$ cat src/rtl/mux_stream.sv
// Registered N-to-1 stream multiplexer with fixed-select or round-robin arbitration.
// Define MUX_STREAM_PKT_LOCK_EN to add in_last/out_last and hold the grant for a whole packet.
module mux_stream #(
    parameter int WIDTH    = 8,
    parameter int CHANNELS = 4,
    parameter int SELW     = 2
) (
    input  logic                      clk,
    input  logic                      rst,
    input  logic                      mode,
    input  logic [SELW-1:0]           sel,
    input  logic [CHANNELS*WIDTH-1:0] in_data,
    input  logic [CHANNELS-1:0]       in_valid,
`ifdef MUX_STREAM_PKT_LOCK_EN
    input  logic [CHANNELS-1:0]       in_last,
    output logic                      out_last,
`endif
    output logic [CHANNELS-1:0]       in_ready,
    output logic [WIDTH-1:0]          out_data,
    output logic                      out_valid,
    input  logic                      out_ready,
    output logic [SELW-1:0]           out_chan
);

    localparam int NSEL = 1 << SELW;

    // Channel views padded to the full sel range so any index is in bounds.
    logic [WIDTH-1:0] ch_data [NSEL];
    logic [NSEL-1:0]  ch_valid;
`ifdef MUX_STREAM_PKT_LOCK_EN
    logic [NSEL-1:0]  ch_last;
`endif

    generate
        for (genvar gi = 0; gi < NSEL; gi++) begin : g_chan
            if (gi < CHANNELS) begin : g_real
                assign ch_data[gi]  = in_data[gi*WIDTH +: WIDTH];
                assign ch_valid[gi] = in_valid[gi];
`ifdef MUX_STREAM_PKT_LOCK_EN
                assign ch_last[gi]  = in_last[gi];
`endif
            end else begin : g_pad
                assign ch_data[gi]  = '0;
                assign ch_valid[gi] = 1'b0;
`ifdef MUX_STREAM_PKT_LOCK_EN
                assign ch_last[gi]  = 1'b0;
`endif
            end
        end
    endgenerate

    logic [WIDTH-1:0] out_data_q, out_data_d;
    logic             out_valid_q, out_valid_d;
    logic [SELW-1:0]  out_chan_q, out_chan_d;
    logic [SELW-1:0]  ptr_q, ptr_d;

    logic             rr_found;
    logic [SELW-1:0]  rr_idx;
    logic [SELW:0]    rr_sum;
    logic             grant_ok;
    logic [SELW-1:0]  grant_idx;
    logic             can_load;
    logic             load_en;
    logic             accept;
    logic             beat_last;

`ifdef MUX_STREAM_PKT_LOCK_EN
    typedef enum logic {
        ST_IDLE   = 1'b0,
        ST_LOCKED = 1'b1
    } lock_state_t;

    lock_state_t     state_q, state_d;
    logic [SELW-1:0] lock_chan_q, lock_chan_d;
    logic            out_last_q, out_last_d;
`endif

    // Round-robin search: first valid channel at or after ptr, wrapping.
    always_comb begin
        rr_found = 1'b0;
        rr_idx   = '0;
        rr_sum   = '0;
        for (int i = 0; i < CHANNELS; i++) begin
            rr_sum = {1'b0, ptr_q} + (SELW+1)'(i);
            if (rr_sum >= (SELW+1)'(CHANNELS)) begin
                rr_sum = rr_sum - (SELW+1)'(CHANNELS);
            end
            if (!rr_found && ch_valid[rr_sum[SELW-1:0]]) begin
                rr_found = 1'b1;
                rr_idx   = rr_sum[SELW-1:0];
            end
        end
    end

    always_comb begin
        grant_ok  = 1'b0;
        grant_idx = '0;
        if (mode) begin
            grant_ok  = rr_found;
            grant_idx = rr_idx;
        end else if ({1'b0, sel} < (SELW+1)'(CHANNELS)) begin
            grant_ok  = 1'b1;
            grant_idx = sel;
        end
`ifdef MUX_STREAM_PKT_LOCK_EN
        if (state_q == ST_LOCKED) begin
            grant_ok  = 1'b1;
            grant_idx = lock_chan_q;
        end
`endif
    end

    assign can_load = !out_valid_q || out_ready;
    assign load_en  = grant_ok && can_load && !rst;
    assign accept   = load_en && ch_valid[grant_idx];

`ifdef MUX_STREAM_PKT_LOCK_EN
    assign beat_last = ch_last[grant_idx];
`else
    assign beat_last = 1'b1;
`endif

    generate
        for (genvar gi = 0; gi < CHANNELS; gi++) begin : g_ready
            assign in_ready[gi] = load_en && (grant_idx == SELW'(gi));
        end
    endgenerate

    // Output register and arbitration pointer; a load and an unload on the same edge reloads.
    always_comb begin
        out_data_d  = out_data_q;
        out_valid_d = out_valid_q;
        out_chan_d  = out_chan_q;
        ptr_d       = ptr_q;
        if (accept) begin
            out_data_d  = ch_data[grant_idx];
            out_valid_d = 1'b1;
            out_chan_d  = grant_idx;
        end else if (out_ready) begin
            out_valid_d = 1'b0;
        end
        if (accept && mode && beat_last) begin
            if ({1'b0, grant_idx} + (SELW+1)'(1) >= (SELW+1)'(CHANNELS)) begin
                ptr_d = '0;
            end else begin
                ptr_d = grant_idx + SELW'(1);
            end
        end
    end

`ifdef MUX_STREAM_PKT_LOCK_EN
    always_comb begin
        state_d     = state_q;
        lock_chan_d = lock_chan_q;
        out_last_d  = out_last_q;
        if (accept) begin
            out_last_d = beat_last;
        end
        case (state_q)
            ST_IDLE: begin
                if (accept && !beat_last) begin
                    state_d     = ST_LOCKED;
                    lock_chan_d = grant_idx;
                end
            end
            ST_LOCKED: begin
                if (accept && beat_last) begin
                    state_d = ST_IDLE;
                end
            end
            default: state_d = ST_IDLE;
        endcase
    end

    always_ff @(posedge clk) begin
        if (rst) begin
            state_q     <= ST_IDLE;
            lock_chan_q <= '0;
            out_last_q  <= 1'b0;
        end else begin
            state_q     <= state_d;
            lock_chan_q <= lock_chan_d;
            out_last_q  <= out_last_d;
        end
    end

    assign out_last = out_last_q;
`endif

    always_ff @(posedge clk) begin
        if (rst) begin
            out_data_q  <= '0;
            out_valid_q <= 1'b0;
            out_chan_q  <= '0;
            ptr_q       <= '0;
        end else begin
            out_data_q  <= out_data_d;
            out_valid_q <= out_valid_d;
            out_chan_q  <= out_chan_d;
            ptr_q       <= ptr_d;
        end
    end

    assign out_data  = out_data_q;
    assign out_valid = out_valid_q;
    assign out_chan  = out_chan_q;

endmodule
$ cat config.mk
export PLATFORM = sky130hd
export DESIGN_NAME = mux_stream
export DESIGN_NICKNAME = d
export VERILOG_FILES = /design/src/rtl/mux_stream.sv
export SDC_FILE = /design/constraint.sdc
export NUM_CORES = 1
export LEC_CHECK = 0
export BUFFER_PORTS_ARGS = -buffer_cell sky130_fd_sc_hd__buf_2
export CELL_PAD_IN_SITES_DETAIL_PLACEMENT = 1
export CELL_PAD_IN_SITES_GLOBAL_PLACEMENT = 1
export CORE_MARGIN = 4
export CORE_UTILIZATION = 38
export CTS_CLUSTER_SIZE = 16
export DETAILED_ROUTE_END_ITERATION = 8
export PLACE_DENSITY_LB_ADDON = 0.1
export SLEW_MARGIN = 20
export SYNTH_ARGS = -nofsm -noshare
export SYNTH_HDL_FRONTEND = slang
export SYNTH_SLANG_ARGS = --single-unit
$ cat constraint.sdc
create_clock -name clk -period 5.7 [get_ports clk]
set_input_delay 0.285 -clock clk [delete_from_list [all_inputs] [get_ports clk]]
set_output_delay 0.285 -clock clk [all_outputs]
set_load 0.1 [all_outputs]
### Word level (Yosys, flattened, before mapping)

Cells that the tools add are included.

* $add $sub $neg: 9
* magnitude comparators: 11
* equal/unequal tests: 3
* multiplexer cells: 30
* bitwise gates (word level): 1
* reduce and logical (&&, ||, !) cells: 19

Operator list (number)
* $mux 2: 10
* $bmux 8 s2: 1
* $mux 8: 2
* $ge 3x3->1 const B: 5
* $lt 2x3->1 const B: 5
* $mux 1: 12
* $logic_and 1x1->1: 11
* $bmux 1 s2: 5
* $sub 2x1->2 const B: 4
* $add 2x1->3 const B: 2
* $add 2x2->3 const B: 2
* $logic_not 1->1: 5
* $eq 2x2->1 const B: 2
* $ge 2x3->1 const B: 1
* $not 2->3: 1
* $add 2x1->2 const B: 1
* $eq 2x1->1 const B: 1
* $logic_not 2->1: 1
* $reduce_bool 2->1: 1
* $logic_or 1x1->1: 1

* flip-flop bits (word level): 13
* output and inout port bits: 15

### Longest topological paths before layout

Gate-level depths: netlist of the first run.

* word-level depth: 19
* mapped depth: 10

### Worst setup path before layout of the first run

OpenSTA, ideal clock, no wires.

* kind: reg2out
* start: register ptr_q[1]
* end: output in_ready[0]
* data arrival time: 2.673 ns
* setup slack: 2.742 ns
* stages on the path, launching flop included: 8
* buffers on the path: 1
* path through: dfxtp_1 -> buf_2 -> nand2_1 -> a211oi_2 -> nor2_2 -> mux2_2 -> nand2b_1 -> nor2_1

* word-level cells in the longest chain between the ends: 18
* elaborated cells on any way between the ends: 43
* those cells by class: add/sub (7); order compare (4); mux (22); reduce/logical (10)

RTL lines
* start, declared: line 55 `logic [SELW-1:0] ptr_q, ptr_d;`
* start signal, assigned: line 200 `ptr_q <= ptr_d;`
* parallel branches: the longest is 17 deep, another holds $add 2x1->3
* $logic_and 1x1->1 (*): line 125 `assign in_ready[gi] = load_en && (grant_idx == SELW'(gi));`
* end, declared: line 18 `output logic [CHANNELS-1:0] in_ready,`

Every way passes the cells marked *. The select of a mux whose other input is x is not followed.

### Worst setup path in the final report of the first run

* start: register ptr_q[1]
* end: output in_ready[3]

Same word-level chain as after synthesis.

==> impl_metrics.yaml, run 1 <==
outcome:
  status: "completed"
placed_design:
  gp_congestion: 0.863
  place.port_buffers: 56
  pre_cts_ws_ns: 3.02
  hpwl_um: 4150
worst_setup_path:
  rrSetupSlack_ns: 3.09
  criticalPathCategory: "register to primary output"
  critPathArrivalTime_ns: 2.65
  cp_max_fo: 12
  worstReg2RegEnd: "out_chan[1]"
  crit_required_ns: 5.41
  critPathCaptureType: "primary output"
  critPathLaunchType: "register"
  worst-r2r-cell-count: 8
  r2r-start: "ptr_q[1]"
timing:
  setup_viol: 0
  rsz0062_at_grt: "false"
  finalHoldViolations: 0
  relSlewSlack: 0.408
  setup_ws_ns: 2.77
  finalClockSkew_ns: 0.0113
  post-route-min-period_ns: 2.93
  fin_crit_sh: 0.515
  worst_pin_slew_ns: 0.885
  maxSlewViolCount: 0
  max_freq_ghz: 0.341
  finalSetupTns_ns: 0
logic_synthesis:
  synth-simple-area-share: 0.341
  async_flop_share: 0
  netlist_area_um2: 1650
  yosysSeqAreaShare: 0.158
  muxShareOfSynthArea: 0.116
  synth_top_family_by_area: "simple AND/OR/NAND/NOR gates"
  ys_ff_latch: 13
  yosysUniqueCellTypes: 54
  ys.flop_type: "dfxtp_1"
  synth_fp_nets: 274
  synth_fa_ha_area_frac: 0.0152
  syn-mean-instance-area_um2: 7.17
  synth_edf_count: 0
  yosys_warnings: 0
  synth-compound-area-share: 0.305
  synth_xor_area_frac: 0
  syn-instance-count: 230
global_route:
  grt_max_degree: 37
  grt_pass1_vias: 1894
  grt_overflow: 0
  grt_pass1_wl_um: 9040
  met2_usage: 0.332
  antenna_found_initial: 0
  met3_usage: 0.0410
  grt.busiest_layer: "met2"
  grtUsageMet1: 0.284
  grt_use_total: 0.210
routing:
  drc: 0
  ant_nets: 0
  wl_um: 5580
  num_vias: 1890
  firstDrtPassIters: 4
  drt-wirelength-per-cell_um: 17.2
  drtIter0Drc: 131
  viasPerCell: 5.83
clock_network:
  ctsResizeCount: 0
  root_buffer: "clkbuf_8"
  htree_levels: 1
  clk_pin_slew_ns: 0.07
  cts_hold_buffers: 0
  clockBufferDepth: 2
  cts_tree: "built"
  clk_latency_ns: 0.26
  clock_sinks: 13
  cts_buffers: 3
  postCtsSetupRepairBufs: 0
layout:
  layout.nets: 319
  num_antenna_cells: 0
  layout_commonest_cell: "buf_2"
  syn_to_final_growth_pct: 18.7
  final_cell_mix: "buf_2, nand2_1, mux2i_1, nor2_1, a21oi_1"
  drive_gt1_frac: 0.266
power_and_ir_drop:
  power.density_nw_per_um2: 237
  vdd_drop_max_uv: 91.3
  cellLeakagePower_nw: 0.890
  power.total_mw: 0.463
floorplan:
  die_w_um: 73.9
  io_pins: 57
  num_rows: 23
  die_height_um: 73.9
  coreArea_um2: 4090
  dieArea_um2: 5460
  start_util: 0.404
min_path:
  min_path_type: "input port to register"
  hold_path_end: "out_valid"
  hold_start: "out_ready"
  holdPathStages: 4
flow_run:
  maxCapViolCount: 0
## critical path, stage by stage (launching register included)
cell	delay, ns
dfxtp_1	0.59
inv_1	0.25
o21a_1	0.18
nor2_2	0.39
mux2_2	0.29
ha_1	0.14
and2_1	0.11
buf_2	0.42
## registers in the layout, summed over array words and instances, names as in the netlist
name	cells
out_chan	2
out_valid	1
ptr_q	2
out_data	8
## metrics by stage
step / util / hold WS (ns) / area (µm²) / std cells
final: 0.479 / 0.320 / 1960 / 324
after floorplan: - / 0.473 / 1650 / 230
after detailed placement: 0.468 / 0.484 / 1910 / 320
after global routing: 0.479 / 0.327 / 1960 / 324
after CTS: 0.479 / 0.312 / 1960 / 324
after global placement: 0.468 / 0.477 / 1910 / 320
## cell usage after synthesis, types with 2 or more instances
| master | number | area share |
|---|---|---|
| o21ai_0 | 4 | 0.012 |
| a21oi_1 | 14 | 0.042 |
| nor2b_1 | 9 | 0.034 |
| buf_2 | 10 | 0.030 |
| and2_1 | 3 | 0.011 |
| nor2_1 | 16 | 0.036 |
| mux2i_1 | 18 | 0.11 |
| inv_1 | 6 | 0.014 |
| a222oi_1 | 7 | 0.042 |
| a211oi_4 | 2 | 0.024 |
| o22ai_1 | 9 | 0.034 |
| nand3b_1 | 8 | 0.036 |
| nor3b_1 | 2 | 0.0091 |
| nor3_1 | 8 | 0.024 |
| nand2_1 | 50 | 0.11 |
| clkbuf_1 | 4 | 0.0091 |
| nand2b_1 | 3 | 0.011 |
| o31ai_1 | 7 | 0.032 |
| a211oi_1 | 2 | 0.0091 |
| dfxtp_1 | 13 | 0.16 |
| ha_1 | 2 | 0.015 |
## logic make-up after synthesis
kind of cell | Yosys count
and+or+nand+nor | 110
adders and majority gates | 2
buffers and inverters | 23
DFF | 13
muxes | 19
AOI/OAI and AO/OA | 63
## per-layer routing
metal,routed length [µm],share of wire
met3,340,0.061
met2,2500,0.45
met1,2660,0.48
met4,71,0.013
met5,0,0
## how the worst max path moves through the flow
stage,from,to,slack [ns],cells past startpoint
6_report,ptr_q[1],in_ready[3],2.77,7
5_1_grt,ptr_q[1],in_ready[3],2.63,7
4_1_cts,ptr_q[1],in_ready[3],2.77,7
3_5_place_dp,mode,in_ready[2],3.02,8
3_3_place_gp,mode,in_ready[2],3.07,8
2_1_floorplan,ptr_q[1],in_ready[0],2.74,7
## cell type report
type / count / area [µm²]
multi-input combinational: 194 / 1280
inverter: 7 / 26.3
tap: 50 / 62.6
clock inverter: 1 / 5.00
timing repair buffer: 56 / 280
clock buffer: 3 / 41.3
sequential: 13 / 260
fill: 549 / 2130
## report_power, final
| group | switching [mW] | leakage [nW] | internal [mW] | total [mW] |
|---|---|---|---|---|
| Sequential | 0.00934 | 0.108 | 0.104 | 0.113 |
| Combinational | 0.193 | 0.757 | 0.0667 | 0.259 |
| Clock | 0.0423 | 0.0255 | 0.0486 | 0.0908 |
| Total | 0.244 | 0.890 | 0.219 | 0.463 |
Power figures use the tool's default switching activity.
==> run 2, diff against run 1 <==
CORE_UTILIZATION = 35   (was 38)
clock period = 3.1 ns   (was 5.7 ns; I/O delays follow)
==> impl_metrics.yaml, run 2 (synthesis gave the netlist of run 1 again) <==
outcome:
  status: "completed"
placed_design:
  hpwl_um: 4230
  place.port_buffers: 56
  pre_cts_ws_ns: 0.599
  gp_congestion: 0.769
global_route:
  met3_usage: 0.0284
  grt.busiest_layer: "met2"
  antenna_found_initial: 0
  grt_overflow: 0
  grt_max_degree: 35
  grt_pass1_wl_um: 9550
  grtUsageMet1: 0.292
  met2_usage: 0.293
  grt_use_total: 0.194
  grt_pass1_vias: 1879
worst_setup_path:
  critPathArrivalTime_ns: 2.63
  r2r-start: "ptr_q[1]"
  critPathCaptureType: "primary output"
  crit_required_ns: 2.94
  cp_max_fo: 12
  critPathLaunchType: "register"
  worst-r2r-cell-count: 6
  worstReg2RegEnd: "out_data[2]"
  criticalPathCategory: "register to primary output"
  rrSetupSlack_ns: 0.77
timing:
  rsz0062_at_grt: "false"
  fin_crit_sh: 0.897
  relSlewSlack: 0.328
  worst_pin_slew_ns: 1.01
  finalHoldViolations: 0
  setup_ws_ns: 0.319
  post-route-min-period_ns: 2.78
  finalSetupTns_ns: 0
  maxSlewViolCount: 0
  setup_viol: 0
  max_freq_ghz: 0.360
  finalClockSkew_ns: 0.00666
clock_network:
  cts_buffers: 3
  ctsResizeCount: 0
  clock_sinks: 13
  clockBufferDepth: 2
  root_buffer: "clkbuf_8"
  clk_pin_slew_ns: 0.06
  clk_latency_ns: 0.24
  postCtsSetupRepairBufs: 0
  htree_levels: 1
  cts_hold_buffers: 0
  cts_tree: "built"
layout:
  syn_to_final_growth_pct: 20.2
  largest_register_ffs: 8
  final_cell_mix: "buf_2, nand2_1, mux2i_1, nor2_1, a21oi_1"
  layout.nets: 322
  layout_commonest_cell: "buf_2"
  num_antenna_cells: 0
  n_fill_cell: 595
  drive_gt1_frac: 0.271
routing:
  ant_nets: 0
  num_vias: 1909
  drtIter0Drc: 78
  wl_um: 5740
  drc: 0
  firstDrtPassIters: 4
  drt-wirelength-per-cell_um: 17.4
  viasPerCell: 5.80
min_path:
  min_path_type: "input port to register"
  holdPathStages: 4
  hold_path_end: "out_valid"
  hold_start: "out_ready"
floorplan:
  io_pins: 57
  dieArea_um2: 5870
  num_rows: 24
  start_util: 0.371
  die_w_um: 76.6
  die_height_um: 76.6
  coreArea_um2: 4440
power_and_ir_drop:
  power.density_nw_per_um2: 427
  cellLeakagePower_nw: 0.902
  vdd_drop_max_uv: 166
flow_run:
  maxCapViolCount: 0
run 2: cell types whose count changed in the layout (fill, tap and decap cells not counted), sizes merged:
cell	previous run	this run
clkbuf	3	4
clkinv	1	0
buf	56	59
run 2: how the worst max path moves through the flow:
| stage | end | start | cells past startpoint | slack (ns) |
|---|---|---|---|---|
| 2_1_floorplan | in_ready[0] | ptr_q[1] | 7 | 0.27 |
| 3_3_place_gp | in_ready[3] | ptr_q[1] | 7 | 0.67 |
| 3_5_place_dp | in_ready[2] | ptr_q[1] | 7 | 0.60 |
| 4_1_cts | in_ready[2] | ptr_q[1] | 7 | 0.34 |
| 5_1_grt | in_ready[2] | ptr_q[1] | 7 | 0.14 |
| 6_report | in_ready[2] | ptr_q[1] | 7 | 0.32 |
run 2: through the flow:
| step | instance area (µm²) | hold WS, ns | instances | total power, mW | util |
|---|---|---|---|---|---|
| after floorplan | 1650 | 0.343 | 230 | 0.586 | - |
| after global placement | 1940 | 0.461 | 325 | 0.689 | 0.436 |
| after detailed placement | 1940 | 0.480 | 325 | 0.695 | 0.436 |
| after CTS | 1980 | 0.219 | 329 | 0.851 | 0.446 |
| after global routing | 1980 | 0.262 | 329 | 0.894 | 0.446 |
| final | 1980 | 0.213 | 329 | 0.847 | 0.446 |
run 2: report_power, final:
group | leakage, nW | internal [mW] | switching, mW
Combinational | 0.772 | 0.126 | 0.358
Sequential | 0.108 | 0.191 | 0.0188
Clock | 0.0228 | 0.0907 | 0.0620
run 2: final cells by class:
cell class / instances / area [µm²] / area share
clock buffers: 4 / 45.0 / 0.0227
inverters: 7 / 26.3 / 0.0133
repair buffers: 59 / 303 / 0.153
flip-flops and latches: 13 / 260 / 0.131
multi-input cells: 194 / 1280 / 0.647
well taps: 52 / 65.1 / 0.0328
run 2: routing by layer:
layer / part of all wire / vias up / wire length [µm]
met3: 0.049 / 4 / 284
met4: 0.0056 / 0 / 32
met2: 0.44 / 53 / 2530
met5: 0 / - / 0
li1: - / 938 / -
met1: 0.50 / 914 / 2890
run 2: critical path: stages, from the launching register on:
cell and delay (ns):
dfxtp_1 0.60, inv_1 0.23, o21a_1 0.18, nor2_2 0.39, mux2_2 0.31, ha_1 0.15
and2_1 0.10, buf_2 0.42
==> run 3, diff against run 2 <==
REMOVE_ABC_BUFFERS = 1   (was unset)
==> impl_metrics.yaml, run 3 (synthesis gave the netlist of run 1 again) <==
floorplan:
  coreArea_um2: 4440
  start_util: 0.371
  die_height_um: 76.6
  num_rows: 24
  dieArea_um2: 5870
  die_w_um: 76.6
  io_pins: 57
routing:
  wl_um: 5390
  drc: 0
  viasPerCell: 5.56
  dr_wl_met2_um: 2370
  top_layer: "met4"
  wl_met1_um: 2750
  wl_met3_um: 233
  num_vias: 1842
  drt-wirelength-per-cell_um: 16.3
  firstDrtPassIters: 4
  drtIter0Drc: 106
  ant_nets: 0
clock_network:
  clk_pin_slew_ns: 0.06
  root_buffer: "clkbuf_8"
  cts_hold_buffers: 0
  cts_tree: "built"
  cts_buffers: 3
  clockBufferDepth: 2
  postCtsSetupRepairBufs: 0
  ctsResizeCount: 0
  clock_sinks: 13
  clk_latency_ns: 0.24
  htree_levels: 1
worst_setup_path:
  critPathCaptureType: "primary output"
  cp_max_fo: 12
  critPathLaunchType: "register"
  r2r-start: "ptr_q[1]"
  critPathArrivalTime_ns: 2.32
  crit_required_ns: 2.94
  criticalPathCategory: "register to primary output"
  cp-startpoint: "ptr_q[1]"
layout:
  num_antenna_cells: 0
  stdcell_area_um2: 2000
  drive_gt1_frac: 0.276
  final_cell_mix: "buf_2, nand2_1, mux2i_1, nor2_1, a21oi_1"
  multi_input_area_um2: 1280
  n_fill_cell: 594
  layout.nets: 324
  fin_util: 0.449
  seq_area_um2: 260
  layout_commonest_cell: "buf_2"
  largest_register_ffs: 8
  finalNonFillerCells: 331
  syn_to_final_growth_pct: 21.1
power_and_ir_drop:
  vdd_drop_max_uv: 224
  power.density_nw_per_um2: 425
  power.total_mw: 0.848
  cellLeakagePower_nw: 0.912
global_route:
  grt_max_degree: 24
  grt_pass1_wl_um: 9170
  antenna_found_initial: 0
  grt_pass1_vias: 1784
  grt_use_total: 0.184
  grt_overflow: 0
timing:
  rsz0062_at_grt: "false"
  maxSlewViolCount: 0
  setup_viol: 0
  post-route-min-period_ns: 2.48
  worst_pin_slew_ns: 0.827
  finalHoldViolations: 0
  finalSetupTns_ns: 0
  relSlewSlack: 0.449
  finalClockSkew_ns: 0.00111
  max_freq_ghz: 0.404
  fin_crit_sh: 0.799
outcome:
  status: "completed"
placed_design:
  place.port_buffers: 56
  dpl_cell_area_um2: 1950
  gp_congestion: 0.845
  hpwl_um: 4160
  place_inst: 327
min_path:
  min_path_type: "input port to register"
  hold_start: "out_ready"
flow_run:
  maxCapViolCount: 0
-- run 3: changes by cell type in the layout (fill, tap and decap cells not counted) --
cell / delta
buf_4: +2
-- run 3: critical path: stages (launching register included) --
cell and delay (ns):
dfxtp_1 0.59, inv_1 0.24, o21a_1 0.18, nor2_2 0.17, mux2_2 0.22, ha_1 0.14, and2_1 0.11, buf_2 0.42
-- run 3: final cells by class --
class	instances	share of cell area
flip-flops and latches	13	0.130
inverters	7	0.0132
repair buffers	61	0.159
multi-input cells	194	0.642
clock buffers	4	0.0226
well taps	52	0.0326
-- run 3: worst paths after layout --
kind                                    end  slack, ns  depth (start not counted)
worst max-delay path            in_ready[2]       0.62                          7
worst min-delay path              out_valid       0.21                          4
worst max register to register  out_data[2]       0.74                          5
worst min register to register    out_valid       0.48                          2
-- run 3: metal layers --
layer  vias up  GRT usage
li1        944          -
met1       848      0.275
met2        48      0.280
met3         2     0.0213
met4         0     0.0380
met5         -          0
-- run 3: stage by stage --
step | setup WS [ns] | hold WS (ns)
after detailed placement | 0.861 | 0.455
final | 0.622 | 0.205
after floorplan | 0.289 | 0.224
after global routing | 0.420 | 0.213
after CTS | 0.611 | 0.204
after global placement | 0.913 | 0.445
-- run 3: power breakdown --
part / switching [mW] / total [mW] / internal (mW) / leakage [nW]
sequential: 0.0180 / 0.209 / 0.191 / 0.108
clock: 0.0656 / 0.156 / 0.0908 / 0.0228
combinational: 0.354 / 0.483 / 0.129 / 0.782
total: 0.437 / 0.848 / 0.411 / 0.912
